`src/rtl/ref_fetch_pkg.sv`:
```
// ref_fetch_pkg
//   Shared types and defaults for the reference-row fetcher.
//   - default geometry: PIXEL_W, ROW_PIX (8 + 7 filter taps), NUM_ROWS, ADDR_W
//   - WORD_PIX: pixels carried by one memory word (word width = WORD_PIX*PIXEL_W)
//   - fetch_state_e: fetcher FSM encoding
//   - cnt_w(): counter width helper that never returns 0
package ref_fetch_pkg;

   localparam int PIXEL_W_DEF  = 8;
   localparam int ROW_PIX_DEF  = 15;
   localparam int NUM_ROWS_DEF = 15;
   localparam int ADDR_W_DEF   = 16;
   localparam int WORD_PIX     = 8;

   typedef enum logic [2:0] {
      ST_IDLE,
      ST_RD_LO,
      ST_RD_HI,
      ST_CAP,
      ST_DRAIN
   } fetch_state_e;

   function automatic int cnt_w(input int n);
      return (n <= 2) ? 1 : $clog2(n);
   endfunction

endpackage

```
`src/rtl/row_skid_fifo.sv`:
```
// row_skid_fifo
//   Two-entry FIFO holding assembled reference rows between the fetch FSM
//   and the interpolator. Push and pop in the same cycle on a full FIFO is
//   legal and keeps occupancy at 2. head_data reads 0 while empty so the
//   row bus is quiet outside valid rows.
// Ports
//   clk, rst        clock, async active-low reset
//   push, push_data write one row (dropped if full and not popping)
//   pop             remove head (ignored while empty)
//   head_data       current head row
//   head_valid      FIFO not empty
//   count           occupancy 0..2
module row_skid_fifo #(
   parameter int DW = 120
) (
   input  logic          clk,
   input  logic          rst,
   input  logic          push,
   input  logic [DW-1:0] push_data,
   input  logic          pop,
   output logic [DW-1:0] head_data,
   output logic          head_valid,
   output logic [1:0]    count
);

   logic [DW-1:0] ent [2];
   logic          rd_ptr;
   logic          wr_ptr;
   logic [1:0]    cnt;
   logic          do_pop;
   logic          do_push;

   assign do_pop  = pop && (cnt != 2'd0);
   assign do_push = push && ((cnt != 2'd2) || do_pop);

   always_ff @(posedge clk or negedge rst) begin
      if (!rst) begin
         for (int i = 0; i < 2; i++) ent[i] <= '0;
         rd_ptr <= 1'b0;
         wr_ptr <= 1'b0;
         cnt    <= 2'd0;
      end else begin
         if (do_push) begin
            ent[wr_ptr] <= push_data;
            wr_ptr      <= ~wr_ptr;
         end
         if (do_pop) rd_ptr <= ~rd_ptr;
         case ({do_push, do_pop})
            2'b10:   cnt <= cnt + 2'd1;
            2'b01:   cnt <= cnt - 2'd1;
            default: cnt <= cnt;
         endcase
      end
   end

   assign head_valid = (cnt != 2'd0);
   assign head_data  = head_valid ? ent[rd_ptr] : '0;
   assign count      = cnt;

endmodule

```
`src/rtl/ref_row_fetcher.sv`:
```
// ref_row_fetcher
//   Fetches a NUM_ROWS x ROW_PIX block of reference pixels, two memory words
//   per row (low word: pixels 0..7, high word: pixels 8..ROW_PIX-1), and
//   hands rows to the interpolator through a 2-entry FIFO. One row every 3
//   cycles when the consumer keeps up; the next row's reads are only issued
//   when a FIFO slot is certain to be free when its data lands.
//   Optional macro FETCHER_PAD_EN: rows at or below frame_rows reuse the
//   address of the last valid frame line (bottom-edge replication).
//   Assumes WORD_PIX < ROW_PIX <= 2*WORD_PIX.
// Ports
//   clk, rst            clock, async active-low reset
//   start               begin a block (ignored unless idle)
//   base_addr, stride   block origin and words per frame line (sampled on start)
//   frame_rows          valid lines below base_addr (padding build only)
//   mem_rd_en, mem_addr read request; mem_rdata returns one cycle later
//   row_out, row_valid, row_ready   row handshake, pixel i at [i*PIXEL_W +: PIXEL_W]
//   busy                block in progress
//   done                pulse after the last row is accepted
module ref_row_fetcher
   import ref_fetch_pkg::*;
#(
   parameter int PIXEL_W  = PIXEL_W_DEF,
   parameter int ROW_PIX  = ROW_PIX_DEF,
   parameter int NUM_ROWS = NUM_ROWS_DEF,
   parameter int ADDR_W   = ADDR_W_DEF
) (
   input  logic                       clk,
   input  logic                       rst,
   input  logic                       start,
   input  logic [ADDR_W-1:0]          base_addr,
   input  logic [ADDR_W-1:0]          stride,
   input  logic [7:0]                 frame_rows,
   output logic                       mem_rd_en,
   output logic [ADDR_W-1:0]          mem_addr,
   input  logic [WORD_PIX*PIXEL_W-1:0] mem_rdata,
   output logic [ROW_PIX*PIXEL_W-1:0] row_out,
   output logic                       row_valid,
   input  logic                       row_ready,
   output logic                       busy,
   output logic                       done
);

   localparam int MEM_W  = WORD_PIX * PIXEL_W;
   localparam int ROW_W  = ROW_PIX * PIXEL_W;
   localparam int HI_W   = (ROW_PIX - WORD_PIX) * PIXEL_W;
   localparam int RIDX_W = cnt_w(NUM_ROWS);
   localparam logic [RIDX_W-1:0] LAST_ROW = RIDX_W'(NUM_ROWS - 1);

   fetch_state_e      state, state_nxt;
   logic [RIDX_W-1:0] row_idx;
   logic [ADDR_W-1:0] row_addr;
   logic [ADDR_W-1:0] stride_q;
   logic [MEM_W-1:0]  lo_q;
   logic              cap_done;
   logic              done_q;

   logic              push;
   logic              pop;
   logic [ROW_W-1:0]  push_data;
   logic [1:0]        fifo_cnt;
   logic [1:0]        occ_after;
   logic              advance;
   logic              step_addr;

   // high-word pixels beyond ROW_PIX are dropped
   logic unused_hi;
   assign unused_hi = ^mem_rdata[MEM_W-1:HI_W];

`ifdef FETCHER_PAD_EN
   logic [7:0] frame_q;
   logic [8:0] frame_eff;
   logic [8:0] nxt_row;

   // frame_rows=0 behaves as a single valid line
   assign frame_eff = (frame_q == 8'd0) ? 9'd1 : {1'b0, frame_q};
   assign nxt_row   = 9'(row_idx) + 9'd1;
   // stop stepping once the next row would fall below the frame
   assign step_addr = (nxt_row < frame_eff);
`else
   logic unused_frame;
   assign unused_frame = ^frame_rows;
   assign step_addr    = 1'b1;
`endif

   // ---------------- FIFO ----------------
   // Exactly one push per row: on the first CAP cycle, while the high word
   // is on mem_rdata. A free slot is already guaranteed by the CAP decision
   // made before this row's reads were issued.
   assign push      = (state == ST_CAP) && !cap_done;
   assign push_data = {mem_rdata[HI_W-1:0], lo_q};
   assign pop       = row_valid && row_ready;
   assign occ_after = fifo_cnt + {1'b0, push} - {1'b0, pop};

   row_skid_fifo #(.DW(ROW_W)) u_fifo (
      .clk       (clk),
      .rst       (rst),
      .push      (push),
      .push_data (push_data),
      .pop       (pop),
      .head_data (row_out),
      .head_valid(row_valid),
      .count     (fifo_cnt)
   );

   // ---------------- FSM ----------------
   always_ff @(posedge clk or negedge rst) begin
      if (!rst) state <= ST_IDLE;
      else      state <= state_nxt;
   end

   always_comb begin
      state_nxt = state;
      advance   = 1'b0;
      case (state)
         ST_IDLE:  if (start) state_nxt = ST_RD_LO;
         ST_RD_LO: state_nxt = ST_RD_HI;
         ST_RD_HI: state_nxt = ST_CAP;
         ST_CAP: begin
            if (row_idx == LAST_ROW) begin
               state_nxt = ST_DRAIN;
            end else if (occ_after < 2'd2) begin
               // occupancy cannot grow before the next CAP, so this slot holds
               state_nxt = ST_RD_LO;
               advance   = 1'b1;
            end
         end
         ST_DRAIN: if (occ_after == 2'd0) state_nxt = ST_IDLE;
         default:  state_nxt = ST_IDLE;
      endcase
   end

   // ---------------- datapath ----------------
   always_ff @(posedge clk or negedge rst) begin
      if (!rst) begin
         row_idx  <= '0;
         row_addr <= '0;
         stride_q <= '0;
         lo_q     <= '0;
         cap_done <= 1'b0;
         done_q   <= 1'b0;
`ifdef FETCHER_PAD_EN
         frame_q  <= '0;
`endif
      end else begin
         if (state == ST_IDLE && start) begin
            row_idx  <= '0;
            row_addr <= base_addr;
            stride_q <= stride;
`ifdef FETCHER_PAD_EN
            frame_q  <= frame_rows;
`endif
         end else if (advance) begin
            row_idx <= row_idx + 1'b1;
            if (step_addr) row_addr <= row_addr + stride_q;
         end
         if (state == ST_RD_HI) lo_q <= mem_rdata;
         cap_done <= (state == ST_CAP) && (state_nxt == ST_CAP);
         // the last row is always the one leaving the FIFO when DRAIN empties
         done_q   <= (state == ST_DRAIN) && (occ_after == 2'd0);
      end
   end

   // ---------------- outputs ----------------
   always_comb begin
      mem_rd_en = 1'b0;
      mem_addr  = '0;
      case (state)
         ST_RD_LO: begin
            mem_rd_en = 1'b1;
            mem_addr  = row_addr;
         end
         ST_RD_HI: begin
            mem_rd_en = 1'b1;
            mem_addr  = row_addr + ADDR_W'(1);
         end
         default: ;
      endcase
   end

   assign busy = (state != ST_IDLE);
   assign done = done_q;

endmodule

```
`config.mk`:
```
export PLATFORM = sky130hd
export DESIGN_NAME = ref_row_fetcher
export DESIGN_NICKNAME = d
export VERILOG_FILES = /design/src/rtl/ref_fetch_pkg.sv /design/src/rtl/row_skid_fifo.sv /design/src/rtl/ref_row_fetcher.sv
export SDC_FILE = /design/constraint.sdc
export NUM_CORES = 1
export LEC_CHECK = 0
export CAP_MARGIN = 40
export CORE_ASPECT_RATIO = 1.5
export CORE_MARGIN = 5
export CORE_UTILIZATION = 55
export DETAILED_ROUTE_END_ITERATION = 8
export HOLD_SLACK_MARGIN = 0.1
export PLACE_DENSITY = 0.81
export SLEW_MARGIN = 20
export SYNTH_ARGS = -nofsm -noshare
export SYNTH_HDL_FRONTEND = slang
export SYNTH_SLANG_ARGS = --single-unit
```
`constraint.sdc`:
```
create_clock -name clk -period 8 [get_ports clk]
set_clock_uncertainty 0.2 [all_clocks]
set_input_delay 1.2 -clock clk [delete_from_list [all_inputs] [get_ports clk]]
set_output_delay 1.2 -clock clk [all_outputs]
set_load 0.01 [all_outputs]
```
==> results.txt <==
outcome = finished, final reports clean
Placement Cell Area = 18800 sq um
Worst-Margin Slew = 0.954 ns
vias post-DR = 11100
total of cells resized after clock tree synthesis = 0
f_max = 220 MHz
clock slew at reported path FFs = 0.06 ns
GPL Wtd Cong = 0.856
Unique masters post-synth = 49
CP required = 6.60 ns
hold buffer count at CTS = 0
worst r2r src = u_fifo.count[1]$_DFFE_PN0P_
die width = 149 um
Initial Util = 55.7%
DR WL/cell = 18.2 um
Final ANT Viol Nets = 0
Final nets = 1753
Post-route DRC = 0
first-pass GRT wire length = 61.0 mm
Worst EP arrival = 3.14 ns
largest net degree at the start of global routing = 168
Tcrit/Tclk final = 56.8%
top cell type by total area after synthesis = dfrtp_1
startpoint types = flop
die area = 32700 sq um
post-detail-place hpwl = 24.3 mm
GRT Util Overall = 23.1%
Final Instance Area = 20000 sq um
cell area after synthesis = 16000 sq um
drt pass-1 iters = 4
R2R depth = 12
Iter 0 DRT Violations = 599
max cap viols = 0
CP max FO = 6
synthesis-to-finish area growth = 25.0%
RSZ-0062 raised after global routing = no
pwr dens = 470 nW/um^2
number of fill cells = 2162
Hold Path Depth = 2
min Tclk post-route = 4.54 ns
Max clock buf depth = 3
Critical Path Sink Type = primary output
EDFF count, synth = 0
CTS tree = done
initial antenna violation count = 5
post-DR vias/cell = 5.43
core box area = 28700 sq um
CTS Buf Count = 34
Hold EP = stride_q[8]$_DFFE_PN0P_
clk_lat worst skew = 0.51 ns
sequential area share after synthesis = 54.6%
Synth top area share = 54.6%
# IOs = 248
share of cells above drive strength 1 = 13.3%
Clock Sinks = 349
CTS root buf = clkbuf_16
Post-Syn Area per Cell = 11.4 sq um
synthesized flop and latch total = 349
Crit Path Class = reg2out
Pleak = 0.00926 uW
Commonest cells post-synth = 349 x dfrtp_1, 273 x nand2_1, 150 x nor2_1
cell with the most instances after synthesis = dfrtp_1
Worst Hold Class = reg2reg
Slew Limit Fails = 0
min-delay src = stride_q[8]$_DFFE_PN0P_
syn_nets = 1538
leading post-synthesis cells by cell area = dfrtp_1 55%, mux2_2 9.0%, mux2_1 7.9%
total power = 9400 uW
Peak VDD IR = 0.290 mV
Syn Inst Count = 1408
via count of the first global-routing pass = 12100
Post CTS Setup Buffer Count = 0
Hold Vio Cnt, Final = 0
total negative slack = 0 ns
reg-to-reg slack, setup = 4.29 ns
Setup Viol. Count Final = 0
max_slew headroom = 36.4%
FFs w/ async S/R, synth = 100%
GRT overflow = 0
num rows = 76
Synthesis Warnings = 0
port bufs = 239
H-tree depth = 2
final wirelength = 37.1 mm
Most used DFF post-synth = dfrtp_1
reg-to-reg endpoint = row_addr[12]$_DFFE_PN0P_
Die H = 219 um
## worst max-delay path by stage
stage	from	endpoint	slack (ns)	depth (start not counted)
after global placement	row_ready	row_addr[12]$_DFFE_PN0P_	3.47	11
after global routing	row_addr[0]$_DFFE_PN0P_	mem_addr[14]	3.22	9
final	row_addr[0]$_DFFE_PN0P_	mem_addr[14]	3.46	9
after CTS	row_addr[0]$_DFFE_PN0P_	mem_addr[14]	3.44	9
after detailed placement	row_ready	row_addr[13]$_DFFE_PN0P_	3.64	11
after floorplan	row_ready	row_addr[12]$_DFFE_PN0P_	4.67	11
## layer usage
layer / GRT usage (%) / share of wire (%) / vias to the layer above / wire length, um
met3: 4.65 / 5.3 / 70 / 1980
met1: 27.1 / 39 / 5528 / 14400
met5: 0 / 0.035 / - / 13
met4: 8.55 / 3.2 / 2 / 1200
li1: - / - / 5205 / -
met2: 41.8 / 53 / 278 / 19600
## logic make-up after synthesis
| group | share of synthesized area, % |
|---|---|
| and+or+nand+nor | 11.9 |
| muxes | 24.4 |
| DFF | 54.6 |
| buffers and inverters | 2.63 |
| AOI/OAI and AO/OA | 3.40 |
| xor gates and xnor gates | 1.31 |
| adders and majority gates | 1.77 |
## per-stage QoR
step | hold WS [ns] | setup WS [ns] | std cells | utilization (%)
2_1_floorplan | 0.250 | 4.67 | 1408 | -
3_3_place_gp | 0.263 | 3.47 | 1969 | 64.9
3_5_place_dp | 0.270 | 3.64 | 1976 | 65.4
4_1_cts | 0.286 | 3.44 | 2037 | 69.5
5_1_grt | 0.300 | 3.22 | 2041 | 69.6
6_report | 0.281 | 3.46 | 2042 | 69.6
## area by class of cell
cell class | instances | area, sq um | share of cell area, %
Sequential cell | 349 | 8740 | 43.7
Multi-Input combinational cell | 967 | 6870 | 34.4
Timing Repair Buffer | 259 | 2660 | 13.3
Clock buffer | 48 | 1020 | 5.09
Tap cell | 390 | 488 | 2.44
Clock inverter | 13 | 173 | 0.864
Inverter | 12 | 45.0 | 0.225
Antenna cell | 4 | 10.0 | 0.0501
## flip-flops by register name, indices dropped and copies added (netlist names)
register / count
cap_done: 1
row_idx: 4
u_fifo.ent: 240
stride_q: 16
u_fifo.rd_ptr: 1
u_fifo.count: 2
u_fifo.wr_ptr: 1
lo_q: 64
row_addr: 16
state: 3
done: 1
## report_power, final
group          total (uW)  switching [uW]  internal, uW
sequential           3210             568          2640
clock                1680             662          1020
combinational        4510            2210          2300
## cell usage in the layout, fill, tap and decap left out, drive strengths merged, types with 3 or more instances in the layout
cell type / n
a21oi: 14
dfrtp: 349
nand2b: 5
nor2b: 3
and3: 5
and2: 4
nand3: 13
o21ai: 46
xor2: 12
ha: 21
bufinv: 4
nor3: 5
clkinvlp: 3
buf: 21
mux2: 240
nor2: 152
xnor2: 12
mux2i: 120
a22oi: 9
clkdlybuf4s50: 238
o211ai: 4
clkbuf: 48
nand2: 273
clkinv: 6
nand4: 4
diode: 4
inv: 12
## critical path: stages (launching register included)
cell and delay [ns]:
dfrtp_1 0.47, ha_1 0.23, and3_1 0.24, nand3_1 0.15, nor3_2 0.28, and3_1 0.25, nand3_1 0.10, xor2_1 0.16
o21ai_1 0.17, clkdlybuf4s50_1 0.58
(Power assumes the default switching activity.)
